## src/rtl/cdb_arbiter_if.sv

```systemverilog
// cdb_arbiter_if: requester push bus and common-data-bus broadcast bundle for cdb_arbiter
interface cdb_arbiter_if #(
  parameter int NREQ = 4,
  parameter int WORD_SIZE = 32,
  parameter int UNIT_SIZE = 8
);
  logic [NREQ-1:0] req_valid;
  logic [NREQ-1:0] req_ready;
  logic [NREQ*UNIT_SIZE-1:0] req_tag;
  logic [NREQ*WORD_SIZE-1:0] req_data;
  logic cdb_valid;
  logic [UNIT_SIZE-1:0] cdb_tag;
  logic [WORD_SIZE-1:0] cdb_data;
  logic idle;
  logic [31:0] stat_bcast;
  logic [31:0] stat_stall;
  modport master (
    output req_valid, req_tag, req_data,
    input req_ready, cdb_valid, cdb_tag, cdb_data, idle, stat_bcast, stat_stall
  );
  modport slave (
    input req_valid, req_tag, req_data,
    output req_ready, cdb_valid, cdb_tag, cdb_data, idle, stat_bcast, stat_stall
  );
endinterface

```

## src/rtl/cdb_arbiter.sv

```systemverilog
// cdb_arbiter: round-robin CDB arbiter over per-requester result FIFOs.
// Define CDB_ARBITER_STATS_EN for saturating broadcast/stall counters.
module cdb_arbiter #(
  parameter int NREQ = 4,
  parameter int DEPTH = 2,
  parameter int WORD_SIZE = 32,
  parameter int UNIT_SIZE = 8
) (
  input logic clk,
  input logic rst_n,
  cdb_arbiter_if.slave bus
);
  localparam int PW = $clog2(NREQ);
  localparam int AW = $clog2(DEPTH);
  localparam int CW = $clog2(DEPTH + 1);
  localparam logic [UNIT_SIZE-1:0] HOLD_TAG = UNIT_SIZE'(8'h7F);
  logic [UNIT_SIZE-1:0] tag_mem [NREQ][DEPTH];
  logic [WORD_SIZE-1:0] data_mem [NREQ][DEPTH];
  logic [AW-1:0] wr_ptr [NREQ];
  logic [AW-1:0] rd_ptr [NREQ];
  logic [CW-1:0] count [NREQ];
  logic [NREQ-1:0] nonempty, ready, push, pop;
  logic [PW-1:0] rr_ptr, winner, idx;
  logic grant, bcast, cdb_valid;
  logic [UNIT_SIZE-1:0] head_tag, cdb_tag;
  logic [WORD_SIZE-1:0] head_data, cdb_data;
  always_comb begin
    for (int i = 0; i < NREQ; i++) begin
      nonempty[i] = count[i] != '0;
      ready[i] = rst_n && count[i] < CW'(DEPTH);
      push[i] = bus.req_valid[i] && ready[i];
      pop[i] = grant && winner == PW'(i);
    end
  end
  // Scan downward so the closest non-empty FIFO at or after rr_ptr wins.
  always_comb begin
    winner = rr_ptr;
    grant = 1'b0;
    idx = '0;
    for (int k = NREQ - 1; k >= 0; k--) begin
      idx = PW'((int'(rr_ptr) + k) % NREQ);
      if (nonempty[idx]) begin
        winner = idx;
        grant = 1'b1;
      end
    end
  end
  assign head_tag = tag_mem[winner][rd_ptr[winner]];
  assign head_data = data_mem[winner][rd_ptr[winner]];
  assign bcast = grant && head_tag != HOLD_TAG;
  always_ff @(posedge clk) begin
    for (int i = 0; i < NREQ; i++) begin
      if (push[i]) begin
        tag_mem[i][wr_ptr[i]] <= bus.req_tag[i*UNIT_SIZE +: UNIT_SIZE];
        data_mem[i][wr_ptr[i]] <= bus.req_data[i*WORD_SIZE +: WORD_SIZE];
      end
    end
  end
  always_ff @(posedge clk) begin
    for (int i = 0; i < NREQ; i++) begin
      if (!rst_n) begin
        wr_ptr[i] <= '0;
        rd_ptr[i] <= '0;
        count[i] <= '0;
      end else begin
        if (push[i]) wr_ptr[i] <= wr_ptr[i] + AW'(1);
        if (pop[i]) rd_ptr[i] <= rd_ptr[i] + AW'(1);
        count[i] <= count[i] + CW'(push[i]) - CW'(pop[i]);
      end
    end
  end
  // Reserved-tag results are consumed silently; tag/data keep the last broadcast.
  always_ff @(posedge clk) begin
    if (!rst_n) begin
      rr_ptr <= '0;
      cdb_valid <= 1'b0;
      cdb_tag <= '0;
      cdb_data <= '0;
    end else begin
      cdb_valid <= bcast;
      if (bcast) begin
        cdb_tag <= head_tag;
        cdb_data <= head_data;
      end
      if (grant) rr_ptr <= winner == PW'(NREQ - 1) ? '0 : winner + PW'(1);
    end
  end
  assign bus.req_ready = ready;
  assign bus.cdb_valid = cdb_valid;
  assign bus.cdb_tag = cdb_tag;
  assign bus.cdb_data = cdb_data;
  assign bus.idle = !rst_n || (nonempty == '0 && !cdb_valid);
`ifdef CDB_ARBITER_STATS_EN
  logic [31:0] stat_bcast, stat_stall;
  logic stall;
  assign stall = |(nonempty & ~pop);
  always_ff @(posedge clk) begin
    if (!rst_n) begin
      stat_bcast <= '0;
      stat_stall <= '0;
    end else begin
      if (cdb_valid && stat_bcast != '1) stat_bcast <= stat_bcast + 32'd1;
      if (stall && stat_stall != '1) stat_stall <= stat_stall + 32'd1;
    end
  end
  assign bus.stat_bcast = stat_bcast;
  assign bus.stat_stall = stat_stall;
`else
  assign bus.stat_bcast = '0;
  assign bus.stat_stall = '0;
`endif
endmodule

```

## src/flat_wrapper.sv

```systemverilog
// flat-port wrapper written by rule: the top's interface ports become plain ports
module cdb_arbiter_flat 
#(
  parameter int NREQ = 4,
  parameter int DEPTH = 2,
  parameter int WORD_SIZE = 32,
  parameter int UNIT_SIZE = 8
)
  (clk, rst_n, bus_req_valid, bus_req_tag, bus_req_data, bus_req_ready, bus_cdb_valid, bus_cdb_tag, bus_cdb_data, bus_idle, bus_stat_bcast, bus_stat_stall);
  cdb_arbiter_if #(.NREQ(NREQ), .WORD_SIZE(WORD_SIZE), .UNIT_SIZE(UNIT_SIZE)) bus_i ();
  input logic clk;
  input logic rst_n;
  input wire logic [$bits(bus_i.req_valid)-1:0] bus_req_valid;
  input wire logic [$bits(bus_i.req_tag)-1:0] bus_req_tag;
  input wire logic [$bits(bus_i.req_data)-1:0] bus_req_data;
  output wire logic [$bits(bus_i.req_ready)-1:0] bus_req_ready;
  output wire logic [$bits(bus_i.cdb_valid)-1:0] bus_cdb_valid;
  output wire logic [$bits(bus_i.cdb_tag)-1:0] bus_cdb_tag;
  output wire logic [$bits(bus_i.cdb_data)-1:0] bus_cdb_data;
  output wire logic [$bits(bus_i.idle)-1:0] bus_idle;
  output wire logic [$bits(bus_i.stat_bcast)-1:0] bus_stat_bcast;
  output wire logic [$bits(bus_i.stat_stall)-1:0] bus_stat_stall;
  assign bus_i.req_valid = bus_req_valid;
  assign bus_i.req_tag = bus_req_tag;
  assign bus_i.req_data = bus_req_data;
  assign bus_req_ready = bus_i.req_ready;
  assign bus_cdb_valid = bus_i.cdb_valid;
  assign bus_cdb_tag = bus_i.cdb_tag;
  assign bus_cdb_data = bus_i.cdb_data;
  assign bus_idle = bus_i.idle;
  assign bus_stat_bcast = bus_i.stat_bcast;
  assign bus_stat_stall = bus_i.stat_stall;
  cdb_arbiter #(.NREQ(NREQ), .DEPTH(DEPTH), .WORD_SIZE(WORD_SIZE), .UNIT_SIZE(UNIT_SIZE)) u_core (.clk(clk), .rst_n(rst_n), .bus(bus_i));
endmodule
```

## config.mk

```make
export PLATFORM = sky130hd
export DESIGN_NAME = cdb_arbiter_flat
export DESIGN_NICKNAME = d
export VERILOG_FILES = /design/src/rtl/cdb_arbiter_if.sv /design/src/rtl/cdb_arbiter.sv /design/src/flat_wrapper.sv
export SDC_FILE = /design/constraint.sdc
export NUM_CORES = 1
export LEC_CHECK = 0
export ABC_AREA = 1
export ABC_CLOCK_PERIOD_IN_PS = 4850
export CAP_MARGIN = 5
export CORE_MARGIN = 5
export CORE_UTILIZATION = 53
export DETAILED_ROUTE_END_ITERATION = 6
export PLACE_DENSITY = 0.88
export SLEW_MARGIN = 20
export SYNTH_ARGS = -nofsm -noshare
export SYNTH_HDL_FRONTEND = slang
export SYNTH_SLANG_ARGS = --single-unit
export TNS_END_PERCENT = 100
```

## constraint.sdc

```tcl
create_clock -name clk -period 4.85 [get_ports clk]
set_input_delay 0.97 -clock clk [delete_from_list [all_inputs] [get_ports clk]]
set_output_delay 0.97 -clock clk [all_outputs]
set_load 0.01 [all_outputs]
```

==> reports/qor.csv, run 1 <==
metric,value,unit
synth_seq_cells,379,
worstReg2RegEnd,u_core.bus.cdb_data[28],
r2r_slack,0.48,ns
place.gp.congestion,0.826,
cp-endpoint,u_core.bus.cdb_data[28],
period_needed,4.37,ns
route.antenna.remaining_nets,0,
finalHoldViolations,0,
cp.buffers_inverters,2,
cp_top_family,simple AND/OR/NAND/NOR gates,
slowest_delay,0.54,ns
tns,0,ns
cts.sinks,379,
start_util,0.535,
fin_nets,1857,
cts_hold_buf,0,
yosysSeqAreaShare,0.665,
clock_path_buffers,3,
fin_crit_sh,0.901,
hpwl,27.5,mm
cts-root-buf,clkbuf_16,
drtIter0Drc,1208,
rsz0062_at_grt,false,
crit_arrival,4.74,ns
worst_pin_slew,1.07,ns
syn2layout_area_growth,21.2,%
slew_violations,0,
ios,276,
path_depth,21,
synth_area,0.0163,mm²
antenna_found_initial,3,
crit_path_frequent_cell,nand2_1,
cts_inserted_buffers,38,
htree_levels,2,
grt_first_pass_wirelength,65.0,mm
r2r_cells,21,
worst-endpoint-required,5.22,ns
cts_setup_buffers,0,
grt-ovfl-total,0,
die_area,0.0344,mm²
wl,43.8,mm
port_buffers,211,
cts_tree,done,
die_x,185,µm
outcome,completed,
syn_inst,1489,
cp-end-kind,register,
crit_path_cell_trace,inv_4 -> nand2_2 -> nand2_2 -> inv_2 -> nand3_1 -> nand2_1 -> nand2_1 -> nand2_2 -> nand3_1 -> nand2_4 -> nand2_1 -> nand3_1 -> nand2_2 -> nand2_1 -> nand2_1 -> nand2_1 -> nor2_2 -> nand2_4 -> nand2_8 -> nand2_1 -> a21oi_2,
crit_type,reg2reg,
slowest_stage,dfxtp_1,
route.vias.total,11865,
synthesis.yosys.warnings,0,
wire_per_inst,20.8,µm
setup_viol,0,
first_pass_iters,6,
clock_latency,0.52,ns
path_max_fanout,41,
cts_resized,0,
cp-start-kind,register,
skew,0.0115,ns
via_per_inst,5.64,
yosysUniqueCellTypes,29,
holdPathStages,2,
crit_path_start,u_core.rr_ptr[0],
max_slew_margin,0.279,
grt_max_degree,58,
die_height,185,µm
design.core.area,0.0305,mm²
row_count,64,
hold_class,reg2reg,
max-cap-violations,0,
clk_pin_slew,0.06,ns
postSynthAreaPerCell,11.0,µm²
first_global_vias,11951,
grt_usage,0.248,
drcViolationCount,0,
final_layout_size_suffix_gt1_frac,0.110,
fmax,0.229,GHz
reg2reg_from,u_core.rr_ptr[0],
## routing by layer
layer | up-vias | wire [µm] | GRT usage | share of wire
li1 | 5303 | - | - | -
met1 | 5600 | 15400 | 0.303 | 0.35
met2 | 807 | 21700 | 0.426 | 0.49
met3 | 149 | 4830 | 0.0515 | 0.11
met4 | 6 | 1880 | 0.112 | 0.043
met5 | - | 47 | 0 | 0.0011
## layout make-up
type / count / area (µm²)
Inverter: 86 / 327
Clock inverter: 16 / 165
Tap cell: 396 / 495
Multi-Input combinational cell: 939 / 4480
Fill cell: 2200 / 10700
Sequential cell: 379 / 10900
Timing Repair Buffer: 235 / 2390
Clock buffer: 52 / 1060
Antenna cell: 1 / 2.50
## placed cells by master (no fill, tap or decap), types with 2 or more instances in the layout
| cell type | netlist | final |
|---|---|---|
| a21oi_1 | 9 | 9 |
| a21oi_2 | 38 | 38 |
| buf_12 | 3 | 8 |
| buf_4 | 68 | 16 |
| bufinv_16 | 0 | 3 |
| clkbuf_1 | 19 | 9 |
| clkbuf_16 | 0 | 39 |
| clkbuf_8 | 0 | 4 |
| clkdlybuf4s50_1 | 0 | 211 |
| clkinv_1 | 0 | 2 |
| clkinv_2 | 0 | 8 |
| clkinvlp_4 | 0 | 2 |
| conb_1 | 1 | 64 |
| dfxtp_1 | 53 | 53 |
| edfxtp_1 | 326 | 326 |
| ha_1 | 12 | 12 |
| inv_1 | 81 | 79 |
| inv_2 | 4 | 5 |
| nand2_1 | 427 | 426 |
| nand2_2 | 47 | 46 |
| nand2_4 | 1 | 3 |
| nand3_1 | 297 | 297 |
| nor2_1 | 21 | 13 |
| nor2_2 | 2 | 2 |
| nor2_4 | 0 | 8 |
| nor3_1 | 3 | 3 |
| o21ai_0 | 10 | 10 |
| xor2_1 | 4 | 4 |
## worst min-delay path by stage
stage,endpoint,from,slack (ns)
final,u_core.bus.cdb_data[16],u_core.bus.cdb_data[16],0.46
after global routing,u_core.bus.cdb_data[6],u_core.bus.cdb_data[6],0.48
after CTS,u_core.bus.cdb_data[16],u_core.bus.cdb_data[16],0.46
after detailed placement,u_core.bus.cdb_data[16],u_core.bus.cdb_data[16],0.45
after global placement,u_core.bus.cdb_tag[7],u_core.bus.cdb_tag[7],0.45
after floorplan,u_core.count[0][1],u_core.count[0][1],0.44
## cells by family (layout without fill, tap and decap cells)
kind of cell	count (synthesis)	in the layout	share of synthesized area
adders and majority gates	12	12	0.00920
DFF	379	379	0.665
xor gates and xnor gates	4	4	0.00215
AOI/OAI and AO/OA	59	59	0.0273
buffers and inverters	234	389	0.0797
other	1	65	0.000230
and+or+nand+nor	800	800	0.216
## synth_stat cells
library cell,n,area share
a21oi_1,9,0.0028
a21oi_2,38,0.020
a31oi_2,1,0.00077
buf_1,14,0.0032
buf_12,3,0.0037
buf_2,35,0.011
buf_4,68,0.031
buf_6,8,0.0055
buf_8,1,0.00092
clkbuf_1,19,0.0044
conb_1,1,0.00023
dfxtp_1,53,0.065
edfxtp_1,326,0.60
ha_1,12,0.0092
inv_1,81,0.019
inv_2,4,0.00092
inv_4,1,0.00038
nand2_1,427,0.098
nand2_2,47,0.018
nand2_4,1,0.00069
nand2_8,1,0.0012
nand3_1,297,0.091
nor2_1,21,0.0048
nor2_2,2,0.00077
nor3_1,3,0.00092
nor4_1,1,0.00038
o21ai_0,10,0.0031
o21ai_1,1,0.00031
xor2_1,4,0.0021
## sequential cells by signal (all words and copies together), names as in the netlist
signal	count
u_core.bus.cdb_valid	1
u_core.count	8
u_core.bus.cdb_data	32
u_core.rr_ptr	2
u_core.wr_ptr	4
u_core.rd_ptr	4
u_core.data_mem	256
u_core.tag_mem	64
u_core.bus.cdb_tag	8
## worst register-to-register path, cell delays in order, from the launching register on
cell	delay, ns
dfxtp_1	0.54
inv_4	0.10
nand2_2	0.10
nand2_2	0.07
inv_2	0.07
nand3_1	0.09
nand2_1	0.11
nand2_1	0.08
nand2_2	0.08
nand3_1	0.42
nand2_4	0.33
nand2_1	0.09
nand3_1	0.11
nand2_2	0.43
nand2_1	0.27
nand2_1	0.11
nand2_1	0.10
nor2_2	0.06
nand2_4	0.36
nand2_8	0.42
nand2_1	0.21
a21oi_2	0.07
## through the flow
stage               hold WS, ns  utilization  cell area (µm²)  std cells  setup WS (ns)
global placement          0.453        0.608            18500       2035          0.816
floorplan                 0.443            -            16500       1552          0.846
global route              0.479        0.648            19800       2103         0.0855
finish                    0.465        0.648            19800       2104          0.481
detailed placement        0.455        0.608            18500       2035          0.576
CTS                       0.465        0.648            19800       2103          0.581
Power of run 1 is left out: the tool's default activity adds up to more than one toggle a clock period on the data nets, which glitch-free logic cannot reach.
==> run 2, diff against run 1 <==
--- a/config.mk
+++ b/config.mk
@@ -7,8 +7,7 @@
 export LEC_CHECK = 0
 export ABC_AREA = 1
 export ABC_CLOCK_PERIOD_IN_PS = 4850
-export CAP_MARGIN = 5
-export CORE_MARGIN = 5
+export CORE_MARGIN = 4
 export CORE_UTILIZATION = 53
 export DETAILED_ROUTE_END_ITERATION = 6
 export PLACE_DENSITY = 0.88
==> run 2 against run 1 <==
Count of clock-buffer cells in the layout decreased by 6. Cell count shrank 0.33%. Clock skew grew 0.011 ns.
==> reports/qor.csv, run 2 (synthesized netlist as in run 1, its figures left out) <==
metric,value,unit,change
final_layout_size_suffix_gt1_frac,0.112,,was 0.110
port_buffers,211,,unchanged
rsz0062_at_grt,false,,unchanged
grt_usage,0.254,,was 0.248
setup_viol,0,,unchanged
path_max_fanout,41,,unchanged
hold_ws,0.468,ns,was 0.465 ns
place_ws,0.403,ns,was 0.576 ns
start_util,0.543,,was 0.535
route.vias.total,11963,,was 11865
slew_violations,0,,unchanged
wire_per_inst,21.1,µm,was 20.8 µm
wl,44.2,mm,was 43.8 mm
skew,0.0229,ns,was 0.0115 ns
layout_commonest_cell,nand2_1,,unchanged
max-cap-violations,0,,unchanged
design.core.area,0.0300,mm²,was 0.0305 mm²
finalHoldViolations,0,,unchanged
crit_type,reg2reg,,unchanged
largest_reg_flops,256,,unchanged
grt-ovfl-total,0,,unchanged
outcome,completed,,unchanged
row_count,63,,was 64
clock_latency,0.53,ns,was 0.52 ns
worst-endpoint-required,5.21,ns,was 5.22 ns
period_needed,4.57,ns,was 4.37 ns
cts-root-buf,clkbuf_16,,unchanged
drcViolationCount,0,,unchanged
hpwl,27.6,mm,was 27.5 mm
htree_levels,2,,unchanged
final_cell_mix,"nand2_1 (426), edfxtp_1 (326), nand3_1 (297), clkdlybuf4s50_1 (211), inv_1 (79)",,unchanged
die_x,183,µm,was 185 µm
max_slew_margin,0.441,,was 0.279
fin_crit_sh,0.942,,was 0.901
route.antenna.remaining_nets,0,,unchanged
first_pass_iters,6,,unchanged
cp-end-kind,register,,unchanged
worst_pin_slew,0.838,ns,was 1.07 ns
insertedDiodeCount,0,,was 1
hold_class,reg2reg,,unchanged
cts_setup_buffers,0,,unchanged
cp-start-kind,register,,unchanged
worst_slack,0.283,ns,was 0.481 ns
fin_nets,1856,,was 1857
die_height,183,µm,was 185 µm
clk_pin_slew,0.06,ns,about the same
clock_path_buffers,3,,unchanged
place.gp.congestion,0.891,,was 0.826
antenna_found_initial,1,,was 3
cts.sinks,379,,unchanged
crit_arrival,4.93,ns,was 4.74 ns
grt_first_pass_wirelength,65.6,mm,was 65.0 mm
die_area,0.0336,mm²,was 0.0344 mm²
first_global_vias,11895,,was 11951
syn2layout_area_growth,21.1,%,was 21.2%
post-route-util,0.658,,was 0.648
grt_max_degree,62,,was 58
cts_inserted_buffers,38,,unchanged
fmax,0.219,GHz,was 0.229 GHz
tns,0,ns,unchanged
drtIter0Drc,1487,,was 1208
via_per_inst,5.70,,was 5.64
ios,276,,unchanged
cts_tree,done,,unchanged
-- run 2: changes by cell type in the layout (fill, tap and decap cells not counted), moves of 2 or more --
cell and change:
clkbuf_1 -6, bufinv_16 +2, buf_12 -6, clkinv_2 +5, buf_4 +4
-- run 2: layout make-up --
class	count	area, µm²
fillers	2114	10300
clock inverters	23	245
repair buffers	234	2310
multi-input cells	939	4490
flip-flops and latches	379	10900
clock buffers	46	1040
well taps	390	488
inverters	86	327
-- run 2: critical path: stages, from the launching register on --
cell and delay, ns:
dfxtp_1 0.55, inv_4 0.11, nand2_2 0.09, nand2_2 0.06, inv_2 0.05, nand3_1 0.09, nand2_1 0.10, nand2_1 0.07
nand2_2 0.08, nand3_1 0.44, nand2_4 0.49, nand2_1 0.11, nand3_1 0.12, nand2_2 0.37, nand2_1 0.19, nand2_1 0.10
nand2_1 0.09, nor2_2 0.05, nand2_4 0.47, nand2_8 0.47, nand2_2 0.20, a21oi_2 0.07
-- run 2: what timing repair did --
| action | in CTS | in global routing |
|---|---|---|
| hold buffers | 0 | 0 |
| gates resized for setup | 0 | 2 |
| hold endpoints to repair | 0 | 0 |
| setup endpoints to repair | 0 | 40 |
-- run 2: per-stage QoR --
stage	cells	instance area, µm²
CTS	2097	19700
floorplan	1552	16500
detailed placement	2028	18500
global placement	2028	18500
global route	2097	19800
finish	2097	19800
-- run 2: path summary, 6_finish.rpt --
path | end | start | depth (start not counted) | slack (ns)
setup reg to reg | u_core.bus.cdb_tag[4] | u_core.rr_ptr[0] | 21 | 0.28
hold / removal | u_core.bus.cdb_data[26] | u_core.bus.cdb_data[26] | 2 | 0.47
setup / recovery | u_core.bus.cdb_tag[4] | u_core.rr_ptr[0] | 21 | 0.28
hold reg to reg | u_core.bus.cdb_data[26] | u_core.bus.cdb_data[26] | 2 | 0.47
-- run 2: metal layers --
metal / wire, µm / global-route usage
met1: 15300 / 0.307
met2: 22500 / 0.449
met5: 13 / 0
met4: 1870 / 0.110
met3: 4540 / 0.0433
Power of run 2 is left out for the same reason.
==> run 3, diff against run 2 <==
--- a/config.mk
+++ b/config.mk
@@ -6,11 +6,11 @@
 export NUM_CORES = 1
 export LEC_CHECK = 0
 export ABC_AREA = 1
-export ABC_CLOCK_PERIOD_IN_PS = 4850
+export ABC_CLOCK_PERIOD_IN_PS = 5600
 export CORE_MARGIN = 4
-export CORE_UTILIZATION = 53
+export CORE_UTILIZATION = 57
 export DETAILED_ROUTE_END_ITERATION = 6
-export PLACE_DENSITY = 0.88
+export PLACE_DENSITY = 0.93
 export SLEW_MARGIN = 20
 export SYNTH_ARGS = -nofsm -noshare
 export SYNTH_HDL_FRONTEND = slang
==> constraint.sdc (replaced) <==
create_clock -name clk -period 5.6 [get_ports clk]
set_input_delay 1.12 -clock clk [delete_from_list [all_inputs] [get_ports clk]]
set_output_delay 1.12 -clock clk [all_outputs]
set_load 0.01 [all_outputs]
==> run 3 against run 2 <==
Sequential share of layout area is 0.37 points higher. Cell count decreased by 0.67%. Critical path depth is 1 higher. Hold slack worse by 0.0036 ns. Routed wire length down 1.3%. Register-to-register slack better by 0.51 ns. Design area shrank 0.66%. Die area fell by 6.7%.
==> reports/qor.csv, run 3 (synthesized netlist as in run 1, its figures left out) <==
metric,value,unit,change
cts_setup_buffers,0,,unchanged
grt-ovfl-total,0,,unchanged
first_pass_iters,6,,unchanged
via_per_inst,5.78,,was 5.70
wl,43.7,mm,was 44.2 mm
cts_hold_buf,0,,unchanged
route.vias.total,12036,,was 11963
worst-endpoint-required,5.97,ns,was 5.21 ns
skew,0.0127,ns,was 0.0229 ns
cp-start-kind,register,,unchanged
setup_viol,0,,unchanged
grt_first_pass_wirelength,64.9,mm,was 65.6 mm
port_buffers,211,,unchanged
layout_commonest_cell,nand2_1,,unchanged
fin_nets,1852,,was 1856
seqCellArea,0.0109,mm²,unchanged
worst_pin_slew,1.03,ns,was 0.838 ns
clock_path_buffers,3,,unchanged
die_height,177,µm,was 183 µm
cts_resized,0,,unchanged
slew_violations,0,,unchanged
cts-root-buf,clkbuf_16,,unchanged
rsz0062_at_grt,false,,unchanged
crit_arrival,5.18,ns,was 4.93 ns
clk_pin_slew,0.06,ns,about the same
cp-end-kind,register,,unchanged
hold_class,reg2reg,,unchanged
fmax,0.208,GHz,was 0.219 GHz
syn2layout_area_growth,20.3,%,was 21.1%
final_cell_count_no_fill,2083,,was 2097
worst_slack,0.789,ns,was 0.283 ns
start_util,0.582,,was 0.543
place_ws,1.00,ns,was 0.403 ns
period_needed,4.81,ns,was 4.57 ns
grt_usage,0.270,,was 0.254
route.antenna.remaining_nets,0,,unchanged
row_count,61,,was 63
multiInputGateArea,0.00448,mm²,was 0.00449 mm²
dp.cells,2013,,was 2028
hpwl,26.8,mm,was 27.6 mm
crit_type,reg2reg,,unchanged
place.gp.congestion,0.935,,was 0.891
die_x,177,µm,was 183 µm
tns,0,ns,unchanged
max-cap-violations,0,,unchanged
outcome,completed,,unchanged
drtIter0Drc,1453,,was 1487
cts.sinks,379,,unchanged
die_area,0.0314,mm²,was 0.0336 mm²
first_global_vias,12099,,was 11895
grt_max_degree,95,,was 62
final_layout_size_suffix_gt1_frac,0.107,,was 0.112
finalHoldViolations,0,,unchanged
clock_latency,0.52,ns,was 0.53 ns
antenna_found_initial,3,,was 1
path_max_fanout,41,,unchanged
htree_levels,2,,unchanged
ios,276,,unchanged
r2r_slack,0.79,ns,was 0.28 ns
max_slew_margin,0.307,,was 0.441
cts_inserted_buffers,37,,was 38
cts_tree,done,,unchanged
final.fill_count,1828,,was 2114
drcViolationCount,0,,unchanged
largest_reg_flops,256,,unchanged
fin_crit_sh,0.859,,was 0.942
final_cell_mix,"nand2_1 (426), edfxtp_1 (326), nand3_1 (297), clkdlybuf4s50_1 (211), inv_1 (79)",,unchanged
wire_per_inst,21.0,µm,was 21.1 µm
design.core.area,0.0280,mm²,was 0.0300 mm²
run 3: critical path, stage by stage, from the launching register on:
cell     delay (ns)
dfxtp_1        0.53
inv_4          0.10
nand2_2        0.09
nand2_2        0.07
inv_2          0.06
nand3_1        0.08
nand2_1        0.12
inv_2          0.07
nand2_2        0.09
nand3_1        0.40
nand2_4        0.41
nand2_1        0.11
nand3_1        0.10
nand2_2        0.48
buf_4          0.42
nand2_1        0.09
nand2_1        0.08
nand2_1        0.10
nor2_2         0.05
nand2_4        0.43
nand2_8        0.45
nand2_2        0.20
a21oi_2        0.07
run 3: layer usage:
| layer | track usage | up-vias | wire (µm) |
|---|---|---|---|
| li1 | - | 5304 | - |
| met1 | 0.330 | 5646 | 15400 |
| met2 | 0.463 | 911 | 21700 |
| met3 | 0.0485 | 173 | 4420 |
| met4 | 0.136 | 2 | 2070 |
| met5 | 0 | - | 56 |
run 3: cell type report:
type | count | share of cell area
Multi-Input combinational cell | 939 | 0.228
Antenna cell | 2 | 0.000255
Sequential cell | 379 | 0.553
Timing Repair Buffer | 231 | 0.115
Clock buffer | 53 | 0.0560
Tap cell | 378 | 0.0241
Clock inverter | 15 | 0.00650
Inverter | 86 | 0.0166
run 3: final timing paths:
path	startpoint	endpoint	cells after the start
setup / recovery	u_core.rr_ptr[0]	u_core.bus.cdb_data[22]	22
hold / removal	u_core.bus.cdb_data[0]	u_core.bus.cdb_data[0]	2
setup reg to reg	u_core.rr_ptr[0]	u_core.bus.cdb_data[22]	22
hold reg to reg	u_core.bus.cdb_data[0]	u_core.bus.cdb_data[0]	2
run 3: metrics by stage:
stage / util / instance area (µm²) / hold slack, ns
2_1_floorplan: - / 16500 / 0.443
3_3_place_gp: 0.657 / 18400 / 0.456
3_5_place_dp: 0.657 / 18400 / 0.458
4_1_cts: 0.700 / 19600 / 0.468
5_1_grt: 0.701 / 19600 / 0.484
6_report: 0.701 / 19600 / 0.464
Power of run 3 is left out for the same reason.
